## src/rtl/mem_bridge.sv

```systemverilog
// Byte-serial bridge between the CPU MOV/MOC memory handshake and a byte-wide
// synchronous RAM; splits/assembles byte, halfword and word accesses big-endian.
module mem_bridge #(
    parameter int WAIT_STATES = 1
) (
    input  logic        CLK,
    input  logic        CLR,
    input  logic        MOV,
    input  logic        RW,
    input  logic [1:0]  typeData,
    input  logic [31:0] ADDR,
    input  logic [31:0] DataIn,
    output logic [31:0] DataOut,
    output logic        MOC,
    output logic        ERR,
    output logic [7:0]  mem_addr,
    output logic [7:0]  mem_wdata,
    input  logic [7:0]  mem_rdata,
    output logic        mem_re,
    output logic        mem_we
);

    typedef enum logic [1:0] {IDLE, ACCESS, WAIT, DONE} state_t;

    state_t      state_reg, state_next;
    logic        rw_reg;
    logic [1:0]  size_reg;
    logic [7:0]  addr_reg;
    logic [31:0] wdata_reg;
    logic        err_reg;
    logic [1:0]  byte_reg, byte_next;
    logic [2:0]  wait_reg;
    logic [31:0] asm_reg, asm_next, dout_reg;
    logic        moc_reg, err_out_reg, re_reg, we_reg;
    logic [7:0]  maddr_reg, mwdata_reg;

    logic        bad_req, last_wait, last_byte, done_hold;
    logic        cur_rw;
    logic [1:0]  cur_size, cur_last, lane;
    logic [7:0]  cur_addr;
    logic [31:0] cur_data;
    logic        unused_addr;

    assign unused_addr = ^ADDR[31:8];

    function automatic logic [1:0] last_index(input logic [1:0] size);
        case (size)
            2'b00:   last_index = 2'd0;
            2'b01:   last_index = 2'd1;
            default: last_index = 2'd3;
        endcase
    endfunction

    always_comb begin
        bad_req   = (typeData == 2'b11) ||
                    (typeData == 2'b01 && ADDR[0]) ||
                    (typeData == 2'b10 && ADDR[1:0] != 2'b00);
        last_wait = (wait_reg == 3'(WAIT_STATES - 1));
        last_byte = (byte_reg == last_index(size_reg));
        // Shifting in keeps the first byte most significant and zero-extends.
        asm_next  = {asm_reg[23:0], mem_rdata};
        // MOC always rises for one cycle; after that it tracks MOV.
        done_hold = (state_reg == DONE) && (!moc_reg || MOV);

        state_next = state_reg;
        byte_next  = byte_reg;
        case (state_reg)
            IDLE: begin
                byte_next = 2'd0;
                if (MOV)
                    state_next = bad_req ? DONE : ACCESS;
            end
            ACCESS: state_next = WAIT;
            WAIT: begin
                if (last_wait) begin
                    if (last_byte) begin
                        state_next = DONE;
                    end else begin
                        state_next = ACCESS;
                        byte_next  = byte_reg + 2'd1;
                    end
                end
            end
            DONE: begin
                if (moc_reg && !MOV)
                    state_next = IDLE;
            end
            default: state_next = IDLE;
        endcase

        // In IDLE the request is still on the inputs; afterwards use the latched copy.
        cur_rw   = (state_reg == IDLE) ? RW       : rw_reg;
        cur_size = (state_reg == IDLE) ? typeData : size_reg;
        cur_addr = (state_reg == IDLE) ? ADDR[7:0] : addr_reg;
        cur_data = (state_reg == IDLE) ? DataIn   : wdata_reg;
        cur_last = last_index(cur_size);
        lane     = cur_last - byte_next;
    end

    always_ff @(posedge CLK) begin
        if (!CLR) begin
            state_reg   <= IDLE;
            rw_reg      <= 1'b0;
            size_reg    <= 2'b00;
            addr_reg    <= 8'h00;
            wdata_reg   <= 32'h0;
            err_reg     <= 1'b0;
            byte_reg    <= 2'd0;
            wait_reg    <= 3'd0;
            asm_reg     <= 32'h0;
            dout_reg    <= 32'h0;
            moc_reg     <= 1'b0;
            err_out_reg <= 1'b0;
            re_reg      <= 1'b0;
            we_reg      <= 1'b0;
            maddr_reg   <= 8'h00;
            mwdata_reg  <= 8'h00;
        end else begin
            state_reg <= state_next;
            byte_reg  <= byte_next;

            if (state_reg == IDLE && MOV) begin
                rw_reg    <= RW;
                size_reg  <= typeData;
                addr_reg  <= ADDR[7:0];
                wdata_reg <= DataIn;
                err_reg   <= bad_req;
                asm_reg   <= 32'h0;
            end

            if (state_reg == WAIT && !last_wait)
                wait_reg <= wait_reg + 3'd1;
            else
                wait_reg <= 3'd0;

            if (state_reg == WAIT && last_wait && rw_reg) begin
                asm_reg <= asm_next;
                if (last_byte)
                    dout_reg <= asm_next;
            end

            // Strobes are registered from the next state so they line up with ACCESS.
            re_reg <= (state_next == ACCESS) && cur_rw;
            we_reg <= (state_next == ACCESS) && !cur_rw;
            if (state_next == ACCESS) begin
                maddr_reg <= cur_addr + {6'b0, byte_next};
                if (!cur_rw)
                    mwdata_reg <= cur_data[{lane, 3'b000} +: 8];
            end

            moc_reg     <= done_hold;
            err_out_reg <= done_hold && err_reg;
        end
    end

    assign DataOut   = dout_reg;
    assign MOC       = moc_reg;
    assign ERR       = err_out_reg;
    assign mem_addr  = maddr_reg;
    assign mem_wdata = mwdata_reg;
    assign mem_re    = re_reg;
    assign mem_we    = we_reg;

endmodule

```

## config.mk

```make
export PLATFORM = sky130hd
export DESIGN_NAME = mem_bridge
export DESIGN_NICKNAME = d
export VERILOG_FILES = /design/src/rtl/mem_bridge.sv
export SDC_FILE = /design/constraint.sdc
export NUM_CORES = 1
export LEC_CHECK = 0
export CORE_MARGIN = 3
export CORE_UTILIZATION = 50
export DETAILED_ROUTE_END_ITERATION = 10
export PLACE_DENSITY = 0.88
export REMOVE_ABC_BUFFERS = 1
export SLEW_MARGIN = 20
export SYNTH_ARGS = -nofsm -noshare
export SYNTH_HDL_FRONTEND = slang
export SYNTH_SLANG_ARGS = --single-unit
```

## constraint.sdc

```tcl
create_clock -name CLK -period 3.6 [get_ports CLK]
set_clock_uncertainty 0.1 [all_clocks]
set_input_delay 0.36 -clock CLK [delete_from_list [all_inputs] [get_ports CLK]]
set_output_delay 0.36 -clock CLK [all_outputs]
set_load 0.02 [all_outputs]
```

**After elaboration in Yosys (flattened, before gate mapping)**

Cells that the tools add are included.

- Add/subtract/negate cells: 4
- Equal/unequal tests: 10
- Bitwise operators: 1
- Reductions and logical operators: 27
- Mux-type cells: 17
- Shift operators: 1

Operators with widths:

| kind | number |
|---|---|
| $mux W24 | 2 |
| $mux W32 | 1 |
| $shiftx A32 B6 Y8 | 1 |
| $mux W2 | 8 |
| $pmux W2 S2 | 3 |
| $logic_and A1 B1 Y1 | 11 |
| $eq A2 B1 Y1 const B | 5 |
| $add A8 B2 Y8 | 1 |
| $eq A2 B2 Y1 const B | 4 |
| $mux W8 | 1 |
| $pmux W2 S4 | 1 |
| $logic_not A2 Y1 | 3 |
| $reduce_and A2 Y1 | 3 |
| $logic_not A1 Y1 | 4 |
| $reduce_bool A2 Y1 | 2 |
| $add A3 B1 Y3 const B | 1 |
| $logic_not A3 Y1 | 1 |
| $logic_or A1 B1 Y1 | 3 |
| $add A2 B1 Y2 const B | 1 |
| $eq A2 B2 Y1 | 1 |
| $sub A2 B2 Y2 | 1 |
| $mux W1 | 1 |
| $not A1 Y1 | 1 |

- Input port bits: 78
- Word-level logic and storage cells: 76
- Register bits after elaboration: 127
- Output and inout bits: 52

**Depth between registers and ports, before layout**

Gate-level depths: netlist of run 1.

- Depth in word-level cells: 9
- Gate-level depth with buffers: 12

**Worst setup path after synthesis of run 1**

OpenSTA, ideal clock, no wires.

- Path type: reg2reg
- Start: register wait_reg[0]
- End: register mwdata_reg[6], in the netlist mem_wdata[6]
- Required time: 3.378 ns
- Setup slack: 0.671 ns
- Clock period less this slack: 2.929 ns
- Cell stages (with the launch flop): 13
- Arrival time: 2.707 ns
- Cells stage by stage: dfxtp_1 > inv_1 > ha_1 > and4bb_2 > o211ai_1 > o21ai_0 > ha_1 > inv_1 > clkbuf_1 > mux4_2 > o21ai_0 > mux2i_1 > o311a_1

- Cells in the longest elaborated chain, start to end: 5
- Elaborated cells on any way between the ends: 9
- Those cells by class: 1 x add/sub; 1 x eq/ne; 1 x shift; 4 x mux; 2 x reduce/logical

Ends and longest elaborated chain:

| element | line | RTL |
|---|---|---|
| from (decl) | 32 | `logic [2:0] wait_reg;` |
| from (signal assigned) | 132 | `wait_reg <= wait_reg + 3'd1;` |
| $logic_not A3 Y1 | 58 | `last_wait = (wait_reg == 3'(WAIT_STATES - 1));` |
| $mux W2 | 75 | `if (last_wait) begin` |
| $pmux W2 S2 | 67 | `case (state_reg)` |
| via byte_next[0] | 31 | `logic [1:0] byte_reg, byte_next;` |
| $sub A2 B2 Y2 | 97 | `lane = cur_last - byte_next;` |
| $shiftx A32 B6 Y8 | 148 | `mwdata_reg <= cur_data[{lane, 3'b000} +: 8];` |
| to (signal assigned) | 148 |  |
| to (decl) | 35 | `logic [7:0] maddr_reg, mwdata_reg;` |

The timed path passes the listed nets, and every way through them passes these cells.
A chain may end at the register's enable or synchronous reset.

**Worst setup path in the final report of run 1**

- Start: register wait_reg[0]
- End: register mwdata_reg[5], in the netlist mem_wdata[5]

Same word-level chain as after synthesis.

==> flow_summary.yaml, run 1 <==
clock_tree:
  cts_buffer_depth: 2
  cts_setup_buffers: 0
  cts-hold-fix-buffers: 0
  clk_latency_ps: 420
  cts_tree: "done"
  numCtsBuffers: 17
  cts-resized-gates: 0
  cts.sinks: 127
  path_clk_slew_ps: 50
  htree_levels: 4
  clock-root-buffer: "clkbuf_16"
floorplan:
  die-area_um2: 12900
  fp.dieW_um: 113
  initial_core_util_pct: 52.3
  coreArea_um2: 11000
  die_h_um: 113
  rows: 38
  pin_count: 130
yosys:
  syn_avg_cell_area_um2: 8.36
  synth.top_cell.area_share_pct: 44.1
  syn_inst: 690
  ys.warnings.count: 0
  synth_ff_type: "dfxtp_1"
  synth_largest_area_cell: "dfxtp_1"
  synthesis.area_um2: 5770
  synthArstFlopShare_pct: 0
  synth_cell_types: 56
  ys_ff_latch: 127
  synthTopCellsByArea: "dfxtp_1 (44%), nand2_1 (12%), a21oi_1 (9.7%), mux4_2 (6.2%), nand3_1 (3.9%)"
  synth_edf_count: 0
  yosysSeqAreaShare_pct: 44.1
detailed_routing:
  avgRoutedWirePerCell_um: 16.4
  drtIter0Drc: 383
  ant_nets: 0
  dr.pass1.iters: 5
  vias_per_cell: 5.81
  drc: 0
  vias: 5413
  route.final.wire_length_mm: 15.3
grt:
  gr-total-overflow: 0
  track_usage_pct: 23.9
  grt_pass1_wl_mm: 25.0
  use_met3_pct: 5.78
  grt_max_degree: 72
  grt_pass1_vias: 5302
  grtUsageMet1_pct: 28.3
  grt-busiest-layer: "met2"
  antenna_found_initial: 0
  grt_use_met2_pct: 41.4
pwr:
  peakVddDrop_mv: 0.333
  power_density_nw_per_um2: 517
  total_leakage_power_nw: 2.66
  power.total_mw: 3.86
worst_setup_path:
  slowest_stage: "ha_1"
  path_cells: "inv_1, ha_1, and4bb_2, o211ai_1, o21ai_0, ha_1, inv_1, buf_12, mux4_2, o21ai_0, mux2i_1, o311a_1"
  critPathCaptureType: "flip-flop"
  crit_type: "reg2reg"
  reg2reg_depth: 12
  worstPathRequired_ps: 3800
  cp_max_fo: 12
  slowest_delay_ps: 380
  crit_path_start_kind: "flip-flop"
  cp.arrival_ps: 3320
sta:
  fin_crit_ps: 3110
  relSlewSlack_pct: 39.7
  fin_crit_sh_pct: 86.5
  final_hold_viol_count: 0
  max_freq_ghz: 0.321
  hold-worst-slack_ps: 355
  tightest_slew_ps: 905
  timing.final.ws_setup_ps: 486
  finalSetupViolations: 0
  rsz0062_at_grt: "no"
  fin_setup_tns_ps: 0
  slew_violations: 0
cells_and_area:
  utilization_pct: 67.8
  syn2layout_area_growth_pct: 29.7
  nNetsFinal: 862
  drive_above_1_share_pct: 9.99
  num_antenna_cells: 0
outcome:
  run_status: "finished clean"
placed_design:
  place.port_buffers: 105
  dp_hpwl_mm: 10.2
  dp_slack_ps: 572
  place.gp.congestion: 0.859
run:
  maxCapViolCount: 0
min_path:
  holdPathStages: 2
  hold_class: "reg2reg"
metal layers:
layer | share of wire (%) | wire [µm] | vias up
met3 | 6.5 | 994 | 38
met5 | 0 | 0 | -
met4 | 2.3 | 352 | 0
li1 | - | - | 2595
met2 | 52 | 7920 | 224
met1 | 39 | 5990 | 2556
critical path: cells and delay by family (launching register included):
kind	cells	cell delay [ps]
flops	1	350
buf+inv	3	450
fa+ha+maj	2	610
compound gates	4	720
mux	2	480
simple gates	1	280
synthesized netlist by cell type (3+ instances only):
cell type  number
o311a_1         8
a21oi_1       112
nor2_1         12
mux4_2         16
ha_1            5
mux2i_1        21
nand2_1       183
a211oi_1        3
inv_1           7
o21a_1          3
nand2b_1        4
dfxtp_1       127
o21ai_0        28
xnor2_1         3
o211ai_1        3
and2_1          4
nand3_1        45
clkbuf_1       41
nor3_1          3
a21o_1          8
buf_2           6
path summary, 6_finish.rpt:
| path | slack, ps | start | to |
|---|---|---|---|
| setup / recovery | 490 | wait_reg[0] | mem_wdata[5] |
| hold / removal | 350 | DataOut[23] | DataOut[23] |
| setup reg to reg | 490 | wait_reg[0] | mem_wdata[5] |
| hold reg to reg | 350 | DataOut[23] | DataOut[23] |
power breakdown:
part	internal (mW)	switching, mW	leakage, nW
Sequential	1.47	0.0483	1.03
Combinational	0.335	0.399	1.37
Clock	0.965	0.642	0.261
Total	2.77	1.09	2.66
per-stage QoR:
step / cell area (µm²) / std cells
final: 7480 / 931
after global routing: 7480 / 931
after CTS: 7480 / 931
after detailed placement: 6920 / 899
after global placement: 6920 / 899
after floorplan: 5550 / 638
cells in the final DEF, fill, tap and decap left out, types with 8 or more instances in the layout:
cell and n:
mux2i_1 21, o21ai_0 28, clkdlybuf4s50_1 105, buf_4 15, mux4_2 16, dfxtp_1 127
o311a_1 8, a21o_1 8, nand2_1 182, a21oi_1 112, nand3_1 45, clkbuf_16 17
nor2_1 11
final cells by class:
| class | count | area (µm²) |
|---|---|---|
| Tap cell | 140 | 175 |
| Inverter | 9 | 35.0 |
| Sequential cell | 127 | 2540 |
| Clock buffer | 19 | 443 |
| Clock inverter | 13 | 118 |
| Timing Repair Buffer | 121 | 1180 |
| Multi-Input combinational cell | 502 | 2980 |
| Fill cell | 825 | 3550 |
kinds of logic (layout without fill, tap and decap cells):
kind of cell	count (synthesis)	after routing	synth area share [%]
xor+xnor	5	5	0.760
mux	40	40	10.5
fa+ha+maj	6	6	1.43
compound gates	179	179	18.1
buf+inv	61	162	4.36
flops	127	127	44.1
simple gates	272	272	20.7
No activity file was read; power rests on OpenSTA's default activity.
==> run 2, diff against run 1 <==
--- a/config.mk
+++ b/config.mk
@@ -5,12 +5,13 @@
 export SDC_FILE = /design/constraint.sdc
 export NUM_CORES = 1
 export LEC_CHECK = 0
+export CAP_MARGIN = 10
 export CORE_MARGIN = 3
 export CORE_UTILIZATION = 50
 export DETAILED_ROUTE_END_ITERATION = 10
 export PLACE_DENSITY = 0.88
 export REMOVE_ABC_BUFFERS = 1
-export SLEW_MARGIN = 20
+export SLEW_MARGIN = 25
 export SYNTH_ARGS = -nofsm -noshare
 export SYNTH_HDL_FRONTEND = slang
 export SYNTH_SLANG_ARGS = --single-unit
==> constraint.sdc (replaced) <==
create_clock -name CLK -period 3.2 [get_ports CLK]
set_clock_uncertainty 0.1 [all_clocks]
set_input_delay 0.32 -clock CLK [delete_from_list [all_inputs] [get_ports CLK]]
set_output_delay 0.32 -clock CLK [all_outputs]
set_load 0.02 [all_outputs]
==> flow_summary.yaml, run 2 (synthesized netlist as in run 1, its figures left out) <==
outcome:
  run_status: "finished clean"
clock_tree:
  clock-root-buffer: "clkbuf_16"
  cts_tree: "done"
  cts.sinks: 127
  clk_latency_ps: 420
  cts_setup_buffers: 0
  path_clk_slew_ps: 60
  cts-hold-fix-buffers: 0
  htree_levels: 4
  cts_buffer_depth: 2
  cts-resized-gates: 0
  numCtsBuffers: 17
worst_setup_path:
  critPathTopFamily: "simple AND/OR/NAND/NOR gates"
  slowest_delay_ps: 660
  rr_startpoint: "wait_reg[0]"
  cp_common_cell: "ha_1"
  crit_type: "reg2reg"
  r2r_end: "mem_wdata[0]"
  crit_path_start_kind: "flip-flop"
  reg2reg_depth: 10
  critPathCaptureType: "flip-flop"
  cp_max_fo: 16
  path_buf_inv: 1
  cp.arrival_ps: 3240
  r2r_setup_slack_ps: 160
  worstPathRequired_ps: 3400
  slowest_stage: "or3_1"
  path_cells: "inv_1, ha_1, and4bb_2, o211ai_1, o21ai_0, ha_1, or3_1, nand3_1, mux2i_1, o311a_1"
sta:
  rsz0062_at_grt: "no"
  finalSetupViolations: 0
  slew_violations: 0
  max_freq_ghz: 0.329
  relSlewSlack_pct: 40.4
  final_hold_viol_count: 0
  fin_crit_sh_pct: 94.9
  fin_crit_ps: 3040
  fin_setup_tns_ps: 0
  tightest_slew_ps: 894
detailed_routing:
  drc: 0
  route.final.wire_length_mm: 15.8
  drtIter0Drc: 470
  avgRoutedWirePerCell_um: 17.0
  ant_nets: 0
  vias_per_cell: 5.91
  dr.pass1.iters: 7
  vias: 5493
pwr:
  power_density_nw_per_um2: 596
  peakVddDrop_mv: 0.377
  power.total_mw: 4.51
  switchingPower_mw: 1.24
  pwr-share-clk_pct: 43.2
  pwr-share-seq_pct: 37.9
  switching_share_pct: 27.6
  total_leakage_power_nw: 2.69
  intPower_mw: 3.26
  p_comb_share_pct: 18.9
cells_and_area:
  final_common_cell: "nand2_1"
  nNetsFinal: 862
  syn2layout_area_growth_pct: 31.1
  final_cells: 930
  num_antenna_cells: 0
  fillers: 838
  mostFrequentLayoutCells: "nand2_1 (182), dfxtp_1 (127), a21oi_1 (112)"
  utilization_pct: 68.5
  drive_above_1_share_pct: 10.4
floorplan:
  die_h_um: 113
  rows: 38
  coreArea_um2: 11000
  fp.dieW_um: 113
  pin_count: 130
  die-area_um2: 12900
  initial_core_util_pct: 52.3
placed_design:
  place.gp.congestion: 0.844
  numPlacedInstances: 899
  place.port_buffers: 105
  dp_hpwl_mm: 10.3
min_path:
  hold_class: "reg2reg"
  hp-start: "wdata_reg[26]"
  holdPathStages: 2
  holdPathEnd: "wdata_reg[26]"
grt:
  grt_max_degree: 52
  antenna_found_initial: 0
  track_usage_pct: 24.8
  grt_pass1_vias: 5438
  grt_pass1_wl_mm: 25.8
  gr-total-overflow: 0
run:
  maxCapViolCount: 0
-- run 2: final cells by class --
| class | instances | area, µm² | area share (%) |
|---|---|---|---|
| Multi-Input combinational cell | 502 | 3000 | 39.7 |
| Clock inverter | 14 | 169 | 2.23 |
| Inverter | 9 | 35.0 | 0.463 |
| Clock buffer | 17 | 425 | 5.63 |
| Sequential cell | 127 | 2540 | 33.6 |
| Tap cell | 140 | 175 | 2.32 |
| Timing Repair Buffer | 121 | 1210 | 16.0 |
-- run 2: worst max path at each step --
| stage | endpoint | slack (ps) | cells past startpoint | startpoint |
|---|---|---|---|---|
| after global placement | mem_wdata[4] | 110 | 10 | wait_reg[0] |
| after CTS | mem_wdata[2] | 130 | 12 | wait_reg[0] |
| final | mem_wdata[0] | 160 | 10 | wait_reg[0] |
| after global routing | mem_addr[4] | 0.5 | 11 | wait_reg[0] |
| after detailed placement | mem_wdata[7] | 160 | 12 | wait_reg[0] |
| after floorplan | mem_wdata[0] | -70 | 5 | state_reg[0] |
-- run 2: worst register-to-register path, stage by stage, from the launching register on --
cell	delay (ps)
dfxtp_1	350
inv_1	60
ha_1	230
and4bb_2	280
o211ai_1	80
o21ai_0	200
ha_1	330
or3_1	660
nand3_1	190
mux2i_1	90
o311a_1	340
-- run 2: power by group through the flow --
stage | combinational (mW) | sequential, mW | clock, mW
after global placement | 0.789 | 1.73 | 0
final | 0.851 | 1.71 | 1.95
after floorplan | 0.461 | 1.77 | 0
after global routing | 0.915 | 1.71 | 2.04
after detailed placement | 0.826 | 1.74 | 0
after CTS | 0.839 | 1.71 | 1.96
-- run 2: per-layer routing --
layer	vias to the layer above	global-route usage (%)	share of wire [%]
met3	48	6.68	7.3
met2	235	44.0	53
met1	2624	28.6	38
met5	-	0	0
met4	0	9.46	2.2
li1	2586	-	-
-- run 2: stage by stage --
| stage | cell area [µm²] | hold WS, ps | worst slack, ps |
|---|---|---|---|
| after floorplan | 5550 | 330 | -65.3 |
| after global placement | 6950 | 339 | 113 |
| after detailed placement | 6960 | 346 | 160 |
| after CTS | 7550 | 354 | 134 |
| after global routing | 7560 | 371 | 0.519 |
| final | 7560 | 354 | 164 |
